<file path="config.mk">
export PLATFORM = sky130hd
export DESIGN_NAME = cache_port
export DESIGN_NICKNAME = d
export VERILOG_FILES = /design/src/rtl/cache_port_pkg.sv /design/src/rtl/cache_port_load_extend.sv /design/src/rtl/cache_port.sv
export SDC_FILE = /design/constraint.sdc
export NUM_CORES = 1
export LEC_CHECK = 0
export CAP_MARGIN = 0
export CORE_UTILIZATION = 30
export DETAILED_ROUTE_END_ITERATION = 8
export DONT_BUFFER_PORTS = 1
export PLACE_DENSITY = 0.44
export SLEW_MARGIN = 30
export SYNTH_ARGS = -nofsm -noshare
export SYNTH_HDL_FRONTEND = slang
export SYNTH_SLANG_ARGS = --single-unit
</file>
<file path="constraint.sdc">
create_clock -name clk -period 5.6 [get_ports clk]
set_input_delay 0.84 -clock clk [delete_from_list [all_inputs] [get_ports clk]]
set_output_delay 0.84 -clock clk [all_outputs]
set_load 0.01 [all_outputs]
</file>
<file path="src/rtl/cache_port_pkg.sv">
// cache_port_pkg: shared types and lane helper for the cache request adapter.
package cache_port_pkg;

    typedef enum logic [1:0] {SizeByte = 2'b00, SizeHalf = 2'b01, SizeWord = 2'b10} size_e;

    typedef enum logic [2:0] {Idle, Settle, Access, Release, Respond} state_e;

    typedef struct packed {
        logic [3:0] mask;
        logic [4:0] shift;
    } lane_t;

    function automatic lane_t lane_of(size_e size, logic [1:0] a);
        lane_t l;
        l.shift = {a, 3'b000};
        l.mask  = size == SizeWord ? 4'b1111 : size == SizeHalf ? 4'b0011 << a : 4'b0001 << a;
        return l;
    endfunction

endpackage

</file>
<file path="src/rtl/cache_port_load_extend.sv">
// load_extend: right-aligns the addressed lane of a cache word and sign/zero extends it.
module load_extend
    import cache_port_pkg::*;
(
    input  logic [31:0] data,
    input  logic [1:0]  a,
    input  size_e       size,
    input  logic        uns,
    output logic [31:0] rdata
);

    logic [31:0] s;

    assign s     = data >> {a, 3'b000};
    assign rdata = size == SizeByte ? {{24{s[7] & ~uns}}, s[7:0]} :
                   size == SizeHalf ? {{16{s[15] & ~uns}}, s[15:0]} : s;

endmodule

</file>
<file path="src/rtl/cache_port.sv">
// cache_port: CPU load/store to word-aligned cache adapter with busy watchdog.
// Optional CACHE_PORT_PERF_COUNTERS_EN adds request/stall/error counters.
module cache_port
    import cache_port_pkg::*;
#(
    parameter int unsigned TimeoutCycles = 4096
) (
    input  logic        clk,
    input  logic        rst,
    input  logic        req_valid,
    output logic        req_ready,
    input  logic [31:0] req_addr,
    input  logic        req_write,
    input  logic [1:0]  req_size,
    input  logic        req_unsigned,
    input  logic [31:0] req_wdata,
    output logic        rsp_valid,
    output logic [31:0] rsp_rdata,
    output logic        rsp_error,
    output logic        cache_enable,
    output logic [31:0] cache_address,
    output logic [31:0] cache_data_in,
    output logic [3:0]  cache_write_enable,
    input  logic [31:0] cache_data_out,
    input  logic        cache_data_out_ready,
    input  logic        cache_busy
`ifdef CACHE_PORT_PERF_COUNTERS_EN
    ,
    output logic [31:0] perf_requests,
    output logic [31:0] perf_stall_cycles,
    output logic [15:0] perf_errors
`endif
);

    state_e      state, state_nx;
    logic [1:0]  a_q;
    size_e       size_q;
    logic        uns_q, write_q;
    logic [31:0] to_cnt, ext_data;
    logic        bad, done, to_hit;
    lane_t       ln;

    assign ln        = lane_of(size_e'(req_size), req_addr[1:0]);
    assign bad       = req_size == 2'b11 || (req_size == 2'b01 && req_addr[0]) ||
                       (req_size == 2'b10 && req_addr[1:0] != 2'b00);
    assign done      = write_q ? !cache_busy : cache_data_out_ready;
    assign to_hit    = !done && TimeoutCycles != 0 && cache_busy && to_cnt + 32'd1 == TimeoutCycles;
    assign req_ready = state == Idle;
    assign rsp_valid = state == Respond;

    load_extend u_ext (
        .data  (cache_data_out),
        .a     (a_q),
        .size  (size_q),
        .uns   (uns_q),
        .rdata (ext_data)
    );

    always_comb begin
        state_nx = state;
        case (state)
            Idle:    state_nx = req_valid ? (bad ? Respond : Settle) : Idle;
            Settle:  state_nx = Access;
            Access:  state_nx = done || to_hit ? Release : Access;
            Release: state_nx = Respond;
            default: state_nx = Idle;
        endcase
    end

    always_ff @(posedge clk or posedge rst) begin
        if (rst) begin
            state              <= Idle;
            a_q                <= '0;
            size_q             <= SizeByte;
            uns_q              <= 1'b0;
            write_q            <= 1'b0;
            to_cnt             <= '0;
            rsp_rdata          <= '0;
            rsp_error          <= 1'b0;
            cache_enable       <= 1'b0;
            cache_address      <= '0;
            cache_data_in      <= '0;
            cache_write_enable <= '0;
        end else begin
            state <= state_nx;
            case (state)
                Idle: if (req_valid) begin
                    a_q       <= req_addr[1:0];
                    size_q    <= size_e'(req_size);
                    uns_q     <= req_unsigned;
                    write_q   <= req_write;
                    to_cnt    <= '0;
                    rsp_rdata <= '0;
                    rsp_error <= bad;
                    if (!bad) begin
                        cache_enable       <= 1'b1;
                        cache_address      <= {req_addr[31:2], 2'b00};
                        cache_data_in      <= req_wdata << ln.shift;
                        cache_write_enable <= req_write ? ln.mask : 4'b0000;
                    end
                end
                Access: begin
                    if (cache_busy) to_cnt <= to_cnt + 32'd1;
                    if (done) rsp_rdata <= write_q ? 32'd0 : ext_data;
                    if (to_hit) rsp_error <= 1'b1;
                end
                // outputs were held through Release; drop them as we leave it
                Release: begin
                    cache_enable       <= 1'b0;
                    cache_write_enable <= 4'b0000;
                end
                default: ;
            endcase
        end
    end

`ifdef CACHE_PORT_PERF_COUNTERS_EN
    always_ff @(posedge clk or posedge rst) begin
        if (rst) begin
            perf_requests     <= '0;
            perf_stall_cycles <= '0;
            perf_errors       <= '0;
        end else begin
            if (state == Idle && req_valid) perf_requests <= perf_requests + 32'd1;
            if (state == Access && cache_busy) perf_stall_cycles <= perf_stall_cycles + 32'd1;
            if ((state == Idle && req_valid && bad) || (state == Access && to_hit))
                perf_errors <= perf_errors + 16'd1;
        end
    end
`endif

endmodule

</file>
[Yosys cells after proc, flatten, opt, wreduce, memory -nomap -nowiden]
Cells that the tools add are included.
Storage, ports and cells
  bits in latches: 0
  flip-flop bits (word level): 141
  output and inout bits: 104
  logic and storage cells: 80
  ROM bits: 0
  RAM bits: 0
  memories: 0
  input bits: 105
Cells by class
  bitwise gates (word level): 4
  $add $sub $neg: 1
  shifts and indexed selects: 4
  order comparisons: 0
  multiplexer cells: 25
  divide/modulo/power cells: 0
  multiply operators: 0
  equal/unequal tests: 14
  reductions and logical operators: 20
Operator list (count)
  two-way mux 32 bit: 6
  one-hot mux 32 bit (2 select lines): 2
  adder 32 x 1 -> 32 bit, second input constant: 1
  equality test 32 x 13 -> 1 bit, second input constant: 1
  << shifter 32 x 5 -> 32 bit: 1
  >> shifter 32 x 5 -> 32 bit: 1
  two-way mux 4 bit: 5
  AND reduction 3 bit: 5
  one-hot mux 3 bit (4 select lines): 1
  inequality test 2 bit, second input constant: 5
  one-hot mux 4 bit (2 select lines): 1
  equality test 3 x 2 -> 1 bit, second input constant: 2
  two-way mux 1 bit: 6
  two-way mux 3 bit: 2
  nonzero test 2 bit: 3
  equality test 2 x 1 -> 1 bit, second input constant: 2
  equality test 2 bit, second input constant: 2
  logical AND 1 bit: 4
  one-hot mux 1 bit (2 select lines): 2
  << shifter 1 x 2 -> 4 bit, first input constant: 1
  << shifter 2 x 2 -> 4 bit, first input constant: 1
  equality test 3 x 1 -> 1 bit, second input constant: 1
  equality test 3 bit, second input constant: 1
  zero test 3 bit: 1
  6 further kinds: 11

[Depth between registers and ports, before layout]
Gate-level depths: netlist of run 1.
  depth after elaboration: 8
  gate-level depth with buffers: 10
  mapped depth without buffers: 8

[Modules after synthesis]
From an unflattened synthesis of run 1, not the netlist that was laid out.
Unflattened totals
  cells, all modules: 929
  area total of the unflattened synthesis: 7686.1 µm²
By module, submodules not included
  cache_port: area an instance 6952.9 µm², instances 1, seq. area each 3528.4 µm², cells each 812
  load_extend: area an instance 733.2 µm², instances 1, seq. area each 0.0 µm², cells each 117

[Least setup slack after synthesis of run 1]
No wires, ideal clock.
  path kind: reg2reg
  start point: register to_cnt[0]
  end point: register rsp_error
  path buffers: 1
  arrival: 2.301 ns
  library setup time: 0.073 ns
  stages on the path, launching flop included: 10
  slack: 3.226 ns
  clock period less this slack: 2.374 ns
  data required time: 5.527 ns
  cell sequence: dfrtp_1 ha_1 nand3_4 or4_4 buf_6 nor4_2 xor2_1 a221oi_2 nand4_2 a21oi_2
Between the ends
  cells in the longest elaborated chain, start to end: 5
Ends and longest elaborated chain
  start, declared: RTL line cache_port.sv:39  | logic [31:0] to_cnt, ext_data;
  start signal, assigned: RTL line cache_port.sv:103  | if (cache_busy) to_cnt <= to_cnt + 32'd1;
  adder 32 x 1 -> 32 bit: RTL line cache_port.sv:47  | assign to_hit = !done && TimeoutCycles != 0 && cache_busy && to_cnt + 32'd1 == TimeoutCycles;
  equality test 32 x 13 -> 1 bit: RTL line cache_port.sv:47
  logical AND 1 bit: RTL line cache_port.sv:47
  inequality test 2 bit (no source line)
  AND reduction 3 bit (no source line)
  end signal, assigned: RTL line cache_port.sv:79  | rsp_error <= 1'b0;
  end signal, assigned: RTL line cache_port.sv:94  | rsp_error <= bad;
  end signal, assigned: RTL line cache_port.sv:105  | if (to_hit) rsp_error <= 1'b1;
  end, declared: RTL line cache_port.sv:19  | output logic rsp_error,
No other way between the ends.
A chain may end at the register's enable or synchronous reset.

[Worst setup path after layout of run 1]
  start point: register state[1]
  end point: register cache_data_in[31]
Between the ends
  cells in the longest elaborated chain, start to end: 2
Ends and longest elaborated chain
  start, declared: RTL line cache_port.sv:35  | state_e state, state_nx;
  start signal, assigned: RTL line cache_port.sv:72  | state <= Idle;
  start signal, assigned: RTL line cache_port.sv:85  | state <= state_nx;
  zero test 3 bit
  named net req_ready: RTL line cache_port.sv:11  | output logic req_ready,
  AND reduction 3 bit (no source line)
  end signal, assigned: RTL line cache_port.sv:98  | cache_data_in <= req_wdata << ln.shift;
  end, declared: RTL line cache_port.sv:22  | output logic [31:0] cache_data_in,
The timed path passes the listed nets, and every way through them passes these cells.

==> results_dict.tcl, run 1 <==
set metrics [dict create \
    seq_area_frac_synth_pct 47.3 \
    p_leak_uw 0.00368 \
    nets 903 \
    post_cts_buffers 0 \
    status "finished clean" \
    drc 0 \
    synth_commonest_cells "nand2_1 (193), dfrtp_1 (141), o21ai_0 (76)" \
    critPathLaunchType "flip-flop" \
    hp-class "primary input to asynchronous set/reset pin" \
    synth_cell_type_count 62 \
    max_slew_margin_pct 45.0 \
    grt_pass1_wl_um 35100 \
    dieArea_mm2 0.0255 \
    netlist_area_mm2 0.00746 \
    required_ns 5.91 \
    wire_per_inst_um 19.7 \
    vias_per_cell 5.22 \
    numPortBuffers 0 \
    post-synth-top-count-cell "nand2_1" \
    drive_gt1_share_pct 7.53 \
    ys_seq_elements 141 \
    period_minus_slack_ns 2.96 \
    gp_congestion 0.827 \
    dr.pass1.iters 4 \
    grt_pass1_vias 5815 \
    synth_cells 833 \
    die_x_um 160 \
    dr.first_iter.drc_count 405 \
    antenna_found_initial 1 \
    grt_max_degree 100 \
    core_mm2 0.0244 \
    drv_cap 0 \
    io_pins 209 \
    skew_ns 0.00748 \
    tns_ns 0 \
    worstMarginPinSlew_ns 0.823 \
    clock_latency_ns 0.42 \
    dpl.cell_count 1102 \
    cts_num_sinks 141 \
    critPathMaxFanout 31 \
    hpwl_um 15700 \
    synth_edf_count 0 \
    syn_area_per_cell_um2 8.96 \
    irDropWorstVdd_mv 0.165 \
    synth_ff_type "dfrtp_1" \
    synth.yosys.warnings 0 \
    cts_tree "yes" \
    critPathArrivalTime_ns 3.26 \
    fillerInstances 2557 \
    grt-ovfl-total 0 \
    initial_core_util_pct 30.6 \
    finalSetupViolCount 0 \
    die_h_um 160 \
    end_kind "flip-flop" \
    area_delta_synth_final_pct 10.6 \
    synthTopCellsByArea "dfrtp_1 (47%), nand2_1 (9.7%), o21ai_0 (5.1%), mux2i_1 (4.7%), a22o_1 (3.3%)" \
    vias 5928 \
    rsz0062_at_grt "no" \
    synth_top_area_cell "dfrtp_1" \
    grt_usage_pct 17.7 \
    clock.fmax_mhz 338 \
    clk_pin_slew_ns 0.06 \
    crit_type "flip-flop to flip-flop" \
    hold_violations 0 \
    drv_slew 0 \
    cts_root_buf "clkbuf_16" \
    h-tree-depth 4 \
    synth_top_area_share_pct 47.3 \
    powerDensity_mw_per_mm2 495 \
    cts_hold_buf 0 \
    clockBufferDepth 2 \
    finalCritPeriodShare_pct 52.8 \
    cts_buffers 17 \
    antenna_left 0 \
    fin_total_pwr_uw 4080 \
    wl_um 22400 \
    row_count 57 \
    stdcell_count 1135 \
    async_flop_share_pct 100 \
    post_cts_resize_count 0 \
]
==> report_power, final <==
group	total, uW	internal (uW)	leakage (uW)	switching, uW
Clock	1140	674	0.000271	469
Sequential	1880	1390	0.00186	495
Combinational	1060	388	0.00155	668
Total	4080	2450	0.00368	1630
==> flip-flops by register name, summed over array words and instances, names as in the netlist <==
register	flops
a_q	2
uns_q	1
write_q	1
cache_enable	1
cache_data_in	32
cache_write_enable	4
size_q	2
to_cnt	32
rsp_rdata	32
state	3
rsp_error	1
cache_address	30
==> worst paths after layout <==
kind / endpoint / cells past startpoint / slack, ns / from
max in group asynchronous: cache_data_in[14]$_DFFE_PP0P_ / 2 / 4.11 / rst
min in group clk: state[1]$_DFF_PP0_ / 1 / 0.50 / state[2]$_DFF_PP0_
setup / recovery: cache_data_in[31]$_DFFE_PP0P_ / 5 / 2.64 / state[1]$_DFF_PP0_
hold / removal: cache_address[14]$_DFFE_PP0P_ / 1 / 0.39 / rst
setup reg to reg: cache_data_in[31]$_DFFE_PP0P_ / 5 / 2.64 / state[1]$_DFF_PP0_
hold reg to reg: state[1]$_DFF_PP0_ / 1 / 0.50 / state[2]$_DFF_PP0_
==> cell families (layout without fill, tap and decap cells) <==
logic type                 Yosys count  count (layout)  synth area share, %
AOI/OAI and AO/OA                  199             199                 17.4
xor gates and xnor gates            19              19                 2.23
adders and majority gates            1               1                0.168
buffers and inverters               73              49                 4.19
DFF                                141             141                 47.3
muxes                               44              44                 6.05
other                                1               3               0.0503
and+or+nand+nor                    355             355                 22.6
==> per-stage QoR <==
stage	hold WS (ns)	setup slack, ns	utilization, %	instance area (um2)
6_report	0.394	2.64	33.8	8250
5_1_grt	0.436	2.35	33.8	8250
4_1_cts	0.497	2.56	33.8	8250
3_5_place_dp	0.494	2.57	31.4	7660
3_3_place_gp	0.482	2.62	31.4	7660
2_1_floorplan	0.457	0.979	-	7470
==> final cells by class <==
class	instances	area, um2	area share [%]
multi-input cells	620	3630	44.0
flip-flops and latches	141	3530	42.7
clock buffers	21	450	5.46
well taps	324	405	4.91
clock inverters	11	134	1.62
repair buffers	9	67.6	0.819
inverters	8	37.5	0.455
diodes	1	2.50	0.0303
==> metal layers <==
metal	wire length [um]	track usage [%]	up-vias
met3	1580	5.66	21
met2	10200	27.6	162
met5	0	0	-
met1	10200	23.6	2885
li1	-	-	2860
met4	344	5.16	0
==> cells in the final DEF, fill, tap and decap left out, types with 8 or more instances in the layout <==
cell type	n
a211oi_1	9
a21oi_1	33
a22o_1	28
and3_1	12
buf_4	9
clkbuf_16	17
dfrtp_1	141
mux2i_1	35
nand2_1	192
nand3_1	29
nand4_1	12
nor2_1	43
nor2b_1	21
o21ai_0	76
o31ai_1	12
or3_1	8
xnor2_1	11
xor2_1	8
==> critical path, stage by stage, from the launching register on <==
cell	delay (ns)
dfrtp_1	0.48
nor3_1	0.53
and2_1	0.51
and2_2	0.47
buf_4	0.46
mux2_2	0.38
(Power assumes the default switching activity.)
==> run 2: changes to the inputs <==
--- a/config.mk
+++ b/config.mk
@@ -5,11 +5,12 @@
 export SDC_FILE = /design/constraint.sdc
 export NUM_CORES = 1
 export LEC_CHECK = 0
+export ABC_AREA = 1
 export CAP_MARGIN = 0
 export CORE_UTILIZATION = 30
 export DETAILED_ROUTE_END_ITERATION = 8
 export DONT_BUFFER_PORTS = 1
-export PLACE_DENSITY = 0.44
+export PLACE_DENSITY = 0.45
 export SLEW_MARGIN = 30
 export SYNTH_ARGS = -nofsm -noshare
 export SYNTH_HDL_FRONTEND = slang
==> constraint.sdc (replaced) <==
create_clock -name clk -period 2.6 [get_ports clk]
set_input_delay 0.39 -clock clk [delete_from_list [all_inputs] [get_ports clk]]
set_output_delay 0.39 -clock clk [all_outputs]
set_load 0.01 [all_outputs]
==> run 2 against run 1 <==
Critical path depth up 10. Worst hold slack worse by 0.31 ns. Combinational power up 140%. Count of clock-buffer cells in the layout down 3. Clock skew up 0.0035 ns. Non-clock buffer count up 9. First-iteration DRC count up 3.7%. Wire length up 2.8%. Synthesized cell count up 28%. Clock power up 140%. Worst setup slack worse by 2.2 ns. Via count up 12%. Critical endpoint is now state[0]$_DFF_PP0_.
==> results_dict.tcl, run 2 <==
set metrics [dict create \
    final_cell_mix "nand2_1 (377), dfrtp_1 (141), o21ai_0 (121)" \
    drv_slew 0 \
    period_minus_slack_ns 2.21 \
    io_pins 209 \
    wl_um 23000 \
    async_flop_share_pct 100 \
    hpwl_um 16800 \
    ys_seq_elements 141 \
    initial_core_util_pct 30.9 \
    finalCritPeriodShare_pct 84.8 \
    cts_num_sinks 141 \
    irDropWorstVdd_mv 0.411 \
    crit_type "flip-flop to flip-flop" \
    synth_cell_type_count 32 \
    finalSetupViolCount 0 \
    synth.yosys.warnings 0 \
    dr.pass1.iters 5 \
    status "finished clean" \
    finalWorstSetupSlack_ns 0.395 \
    h-tree-depth 4 \
    grt_pass1_vias 6502 \
    hold_violations 0 \
    die_x_um 161 \
    area_delta_synth_final_pct 13.7 \
    gp_congestion 0.854 \
    rsz0062_at_grt "no" \
    drive_gt1_share_pct 6.74 \
    skew_ns 0.0110 \
    synth_commonest_cells "nand2_1 (377), dfrtp_1 (141), o21ai_0 (121)" \
    drc 0 \
    required_ns 2.94 \
    cts_root_buf "clkbuf_16" \
    synth_edf_count 0 \
    p_leak_uw 0.00401 \
    die_h_um 161 \
    post_cts_resize_count 0 \
    synth_top_area_cell "dfrtp_1" \
    seq_area_frac_synth_pct 46.5 \
    dieArea_mm2 0.0259 \
    wire_per_inst_um 16.5 \
    vias 6651 \
    netlist_area_mm2 0.00759 \
    worstMarginPinSlew_ns 0.758 \
    place_ws_ns 0.361 \
    synth_top_area_share_pct 46.5 \
    cts_tree "yes" \
    grt_usage_pct 18.2 \
    grt-ovfl-total 0 \
    final_common_cell "nand2_1" \
    max_slew_margin_pct 49.4 \
    core_mm2 0.0245 \
    diodes 0 \
    grt_max_degree 70 \
    stdcell_count 1392 \
    nets 1162 \
    top_regs "cache_data_in (32), rsp_rdata (32), to_cnt (32)" \
    synth_cells 1070 \
    antenna_found_initial 0 \
    dpl.cell_count 1360 \
    antenna_left 0 \
    dr.first_iter.drc_count 420 \
    clk_pin_slew_ns 0.07 \
    row_count 57 \
    numPortBuffers 0 \
    critPathLaunchType "flip-flop" \
    hp-class "primary input to flip-flop" \
    post-synth-top-count-cell "nand2_1" \
    grt_pass1_wl_um 36800 \
    clock_latency_ns 0.42 \
    drv_cap 0 \
    clock.fmax_mhz 453 \
    critPathMaxFanout 6 \
    clockBufferDepth 2 \
    synth_ff_type "dfrtp_1" \
    end_kind "flip-flop" \
    cts_buffers 17 \
    critPathArrivalTime_ns 2.54 \
    synthTopCellsByArea "dfrtp_1 (46%), nand2_1 (19%), o21ai_0 (8.0%), inv_1 (5.5%), nor2_1 (4.2%)" \
    powerDensity_mw_per_mm2 1060 \
    syn_area_per_cell_um2 7.09 \
    postLayoutCoreUtil_pct 35.2 \
    vias_per_cell 4.78 \
    tns_ns 0 \
]
run 2: cell count changes in the layout (fill, tap and decap cells not counted), sizes merged, moves of 10 or more:
cell / change
a22o: -28
nand3: +32
o22ai: +35
o21ai: +40
and3: -12
nand2: +190
inv: +103
nor2b: -21
a211oi: -10
nor2: +54
o31ai: -12
mux2i: -35
xnor2: -10
run 2: area by class of cell:
class	instances	area [um2]
timing repair buffer	18	188
fill	2689	15900
tap	324	405
sequential	141	3530
multi-input combinational	766	3440
clock inverter	13	213
clock buffer	18	429
inverter	112	427
run 2: routing by layer:
metal	global-route usage, %	vias up	wire, um
met3	6.19	15	1780
met5	0	-	0
met4	4.93	0	234
met2	28.3	190	10500
li1	-	3404	-
met1	24.0	3042	10600
run 2: cell families after synthesis:
| logic type | count (synthesis) | share of synthesized area (%) |
|---|---|---|
| AOI/OAI and AO/OA | 205 | 14.6 |
| xor gates and xnor gates | 3 | 0.346 |
| adders and majority gates | 1 | 0.165 |
| buffers and inverters | 164 | 8.33 |
| DFF | 141 | 46.5 |
| muxes | 1 | 0.148 |
| other | 1 | 0.0494 |
| and+or+nand+nor | 554 | 29.8 |
run 2: critical path: stages (launching register included):
cell and delay (ns):
dfrtp_1 0.40, ha_1 0.24, nand2_2 0.10, nor2_4 0.19
nand2_2 0.11, nor2_2 0.27, nand2_1 0.08, nand2_1 0.06
nand2_1 0.06, nor2_1 0.10, nand2_1 0.09, nor2_1 0.14
nand3_1 0.12, nand2_1 0.07, nand2_1 0.05, nand2_1 0.07
run 2: final timing paths:
check / from / to / slack (ns) / depth (start not counted)
worst min-delay path: req_addr[3] / cache_address[3]$_DFFE_PP0P_ / 0.09 / 2
worst max register to register: to_cnt[1]$_DFFE_PP0P_ / state[0]$_DFF_PP0_ / 0.39 / 15
min in group asynchronous: rst / cache_data_in[2]$_DFFE_PP0P_ / 0.58 / 2
worst max-delay path: to_cnt[1]$_DFFE_PP0P_ / state[0]$_DFF_PP0_ / 0.39 / 15
max in group asynchronous: rst / to_cnt[16]$_DFFE_PP0P_ / 1.37 / 3
worst min register to register: state[2]$_DFF_PP0_ / state[1]$_DFF_PP0_ / 0.46 / 1
run 2: per-stage QoR:
step	power, uW	instance area, um2	hold WS [ns]
after floorplan	5660	7600	0.431
after global placement	6530	7980	0.434
after detailed placement	6560	7980	0.433
after CTS	9310	8630	0.0700
after global routing	9870	8630	0.0741
final	9190	8630	0.0893
run 2: report_power, final:
part	switching (uW)	internal (uW)	total [uW]
logic	1700	838	2540
registers	984	2950	3940
clock network	1010	1710	2710
run 2: repair_timing:
item / CTS / global route
buffers inserted: 0 / 0
hold buffers: 1 / 0
hold endpoints to repair: 25 / 0
==> run 3: changes to the inputs <==
--- a/config.mk
+++ b/config.mk
@@ -5,7 +5,7 @@
 export SDC_FILE = /design/constraint.sdc
 export NUM_CORES = 1
 export LEC_CHECK = 0
-export ABC_AREA = 1
+export ABC_AREA = 0
 export CAP_MARGIN = 0
 export CORE_UTILIZATION = 30
 export DETAILED_ROUTE_END_ITERATION = 8
==> constraint.sdc (replaced) <==
create_clock -name clk -period 1.9 [get_ports clk]
set_input_delay 0.285 -clock clk [delete_from_list [all_inputs] [get_ports clk]]
set_output_delay 0.285 -clock clk [all_outputs]
set_load 0.01 [all_outputs]
==> run 3 against run 2 <==
The run now ends with setup timing left. Maximum frequency is 0.98% lower. Register-to-register slack worse by 0.72 ns. Power rose by 39%. Sequential power up 38%. Sequential cell count unchanged.
==> results_dict.tcl, run 3 (synthesized netlist as in run 1, its figures left out) <==
set metrics [dict create \
    status "finished, violations left" \
    violations "setup timing" \
    grt_pass1_wl_um 36400 \
    row_count 57 \
    die_x_um 160 \
    vias_per_cell 5.06 \
    skew_ns 0.0184 \
    grt-ovfl-total 0 \
    clock_latency_ns 0.43 \
    die_h_um 160 \
    grt_pass1_vias 6152 \
    max_slew_margin_pct 48.8 \
    period_minus_slack_ns 2.23 \
    finalCritPeriodShare_pct 117 \
    critPathArrivalTime_ns 2.57 \
    required_ns 2.24 \
    drc 0 \
    grt_usage_pct 18.1 \
    finalWorstSetupSlack_ns -0.327 \
    hold_violations 0 \
    gr-usage-met1_pct 25.1 \
    vias 6491 \
    numPortBuffers 0 \
    diodes 0 \
    io_pins 209 \
    grt_util_met2_pct 27.9 \
    h-tree-depth 4 \
    clockBufferDepth 2 \
    register_area_mm2 0.00353 \
    max_stage_delay_ns 0.61 \
    drv_cap 0 \
    core_mm2 0.0244 \
    drv_slew 0 \
    initial_core_util_pct 30.6 \
    fillerInstances 2427 \
    cts_num_sinks 141 \
    cts_buffers 17 \
    critical-path-slowest-cell "or4_4" \
    irDropWorstVdd_mv 0.591 \
    cts_tree "yes" \
    dieArea_mm2 0.0255 \
    crit_type "flip-flop to flip-flop" \
    final_cell_mix "nand2_1 (191), dfrtp_1 (137), buf_4 (103)" \
    grt.busiest_layer "met2" \
    antenna_found_initial 0 \
    stdcell_count 1283 \
    use_met3_pct 4.73 \
    rsz0062_at_grt "yes" \
    dpl.cell_count 1197 \
    dr.first_iter.drc_count 547 \
    grt_max_degree 59 \
    wire_per_inst_um 18.2 \
    wl_um 23400 \
    powerDensity_mw_per_mm2 1300 \
    p_leak_uw 0.00449 \
    nets 1052 \
    cts_root_buf "clkbuf_16" \
    antenna_left 0 \
    hp-class "primary input to flip-flop" \
    clock.fmax_mhz 449 \
    critPathLaunchType "flip-flop" \
    dr.pass1.iters 4 \
    worstMarginPinSlew_ns 0.767 \
    area_delta_synth_final_pct 31.6 \
    clk_pin_slew_ns 0.06 \
    top_regs "cache_data_in (32), rsp_rdata (32), to_cnt (32)" \
    finalSetupViolCount 8 \
    postLayoutCoreUtil_pct 40.3 \
    final_common_cell "nand2_1" \
    end_kind "flip-flop" \
    hpwl_um 16300 \
    gp_congestion 0.832 \
    drive_gt1_share_pct 20.6 \
    multi_input_area_mm2 0.00382 \
    critPathMaxFanout 8 \
    cp_cell_sequence "ha_4, nand3_4, or4_4, nor4_4, xor2_1, a221oi_2, nand4_2, a21oi_2" \
]
==> run 3: cell types whose count changed in the layout (fill, tap and decap cells not counted), sizes merged, moves of 12 or more <==
cell         previous run  this run
inv                   114        12
o22ai                  40         5
a22o                    0        28
nand3                  63        31
buf                    17       113
nand2                 383       193
dlygate4sd3             1        44
mux2i                   0        35
nor2                   97        43
nor2b                   0        21
and3                    0        12
o21ai                 122        82
o31ai                   0        12
==> run 3: per-stage QoR <==
step	TNS (ns)	total power (uW)	hold slack (ns)	setup slack, ns	area, um2
3_5_place_dp	-1.67	9100	0.183	-0.368	8520
3_3_place_gp	-1.46	9060	0.184	-0.323	8520
2_1_floorplan	-21.59	7770	0.390	-0.249	7530
6_report	-1.56	12800	0.0232	-0.327	9820
5_1_grt	-2.65	13600	0.0179	-0.435	9820
4_1_cts	-1.66	12900	0.00253	-0.338	9660
==> run 3: path summary, 6_finish.rpt <==
kind                       depth (start not counted)                                 to             startpoint  slack (ns)
min reg2reg                                        2              size_q[1]$_DFFE_PP0P_  size_q[1]$_DFFE_PP0P_        0.52
max reg2reg                                        8              rsp_error$_DFFE_PP0P_  to_cnt[1]$_DFFE_PP0P_       -0.33
min in group asynchronous                          2      cache_data_in[25]$_DFFE_PP0P_                    rst        0.33
min                                                2  cache_write_enable[0]$_DFFE_PP0P_              req_write        0.02
max                                                8              rsp_error$_DFFE_PP0P_  to_cnt[1]$_DFFE_PP0P_       -0.33
max in group asynchronous                          3              to_cnt[3]$_DFFE_PP0P_                    rst        0.82
==> run 3: worst max-delay path: cells and delay by family (launching register included) <==
family                     cells  cell delay (ns)
and+or+nand+nor                4             1.06
DFF                            1             0.41
AOI/OAI and AO/OA              2             0.37
adders and majority gates      1             0.19
xor gates and xnor gates       1             0.13
==> run 3: area by class of cell <==
type / instances / share of cell area, %
clock buffers: 19 / 4.61
flip-flops and latches: 141 / 36.0
inverters: 8 / 0.344
clock inverters: 13 / 1.80
repair buffers: 157 / 14.2
multi-input cells: 621 / 38.9
well taps: 324 / 4.13
==> run 3: what timing repair did <==
action	4_1_cts	5_1_grt
endpoints found under the setup margin	13	36
gates resized for setup	11	30
hold endpoints to repair	58	1
gates cloned	0	1
hold buffers	43	1
buffers inserted	6	5
pin swaps	6	16
==> run 3: routing by layer <==
metal / vias up / share of wire (%)
li1: 3155 / -
met4: 0 / 1.3
met3: 20 / 5.8
met1: 3149 / 47
met5: - / 0
met2: 167 / 46
==> run 3: report_power, final <==
| part | switching (uW) | internal (uW) |
|---|---|---|
| registers | 1360 | 4090 |
| clock network | 1410 | 2170 |
| logic | 2160 | 1600 |
| total | 4930 | 7860 |
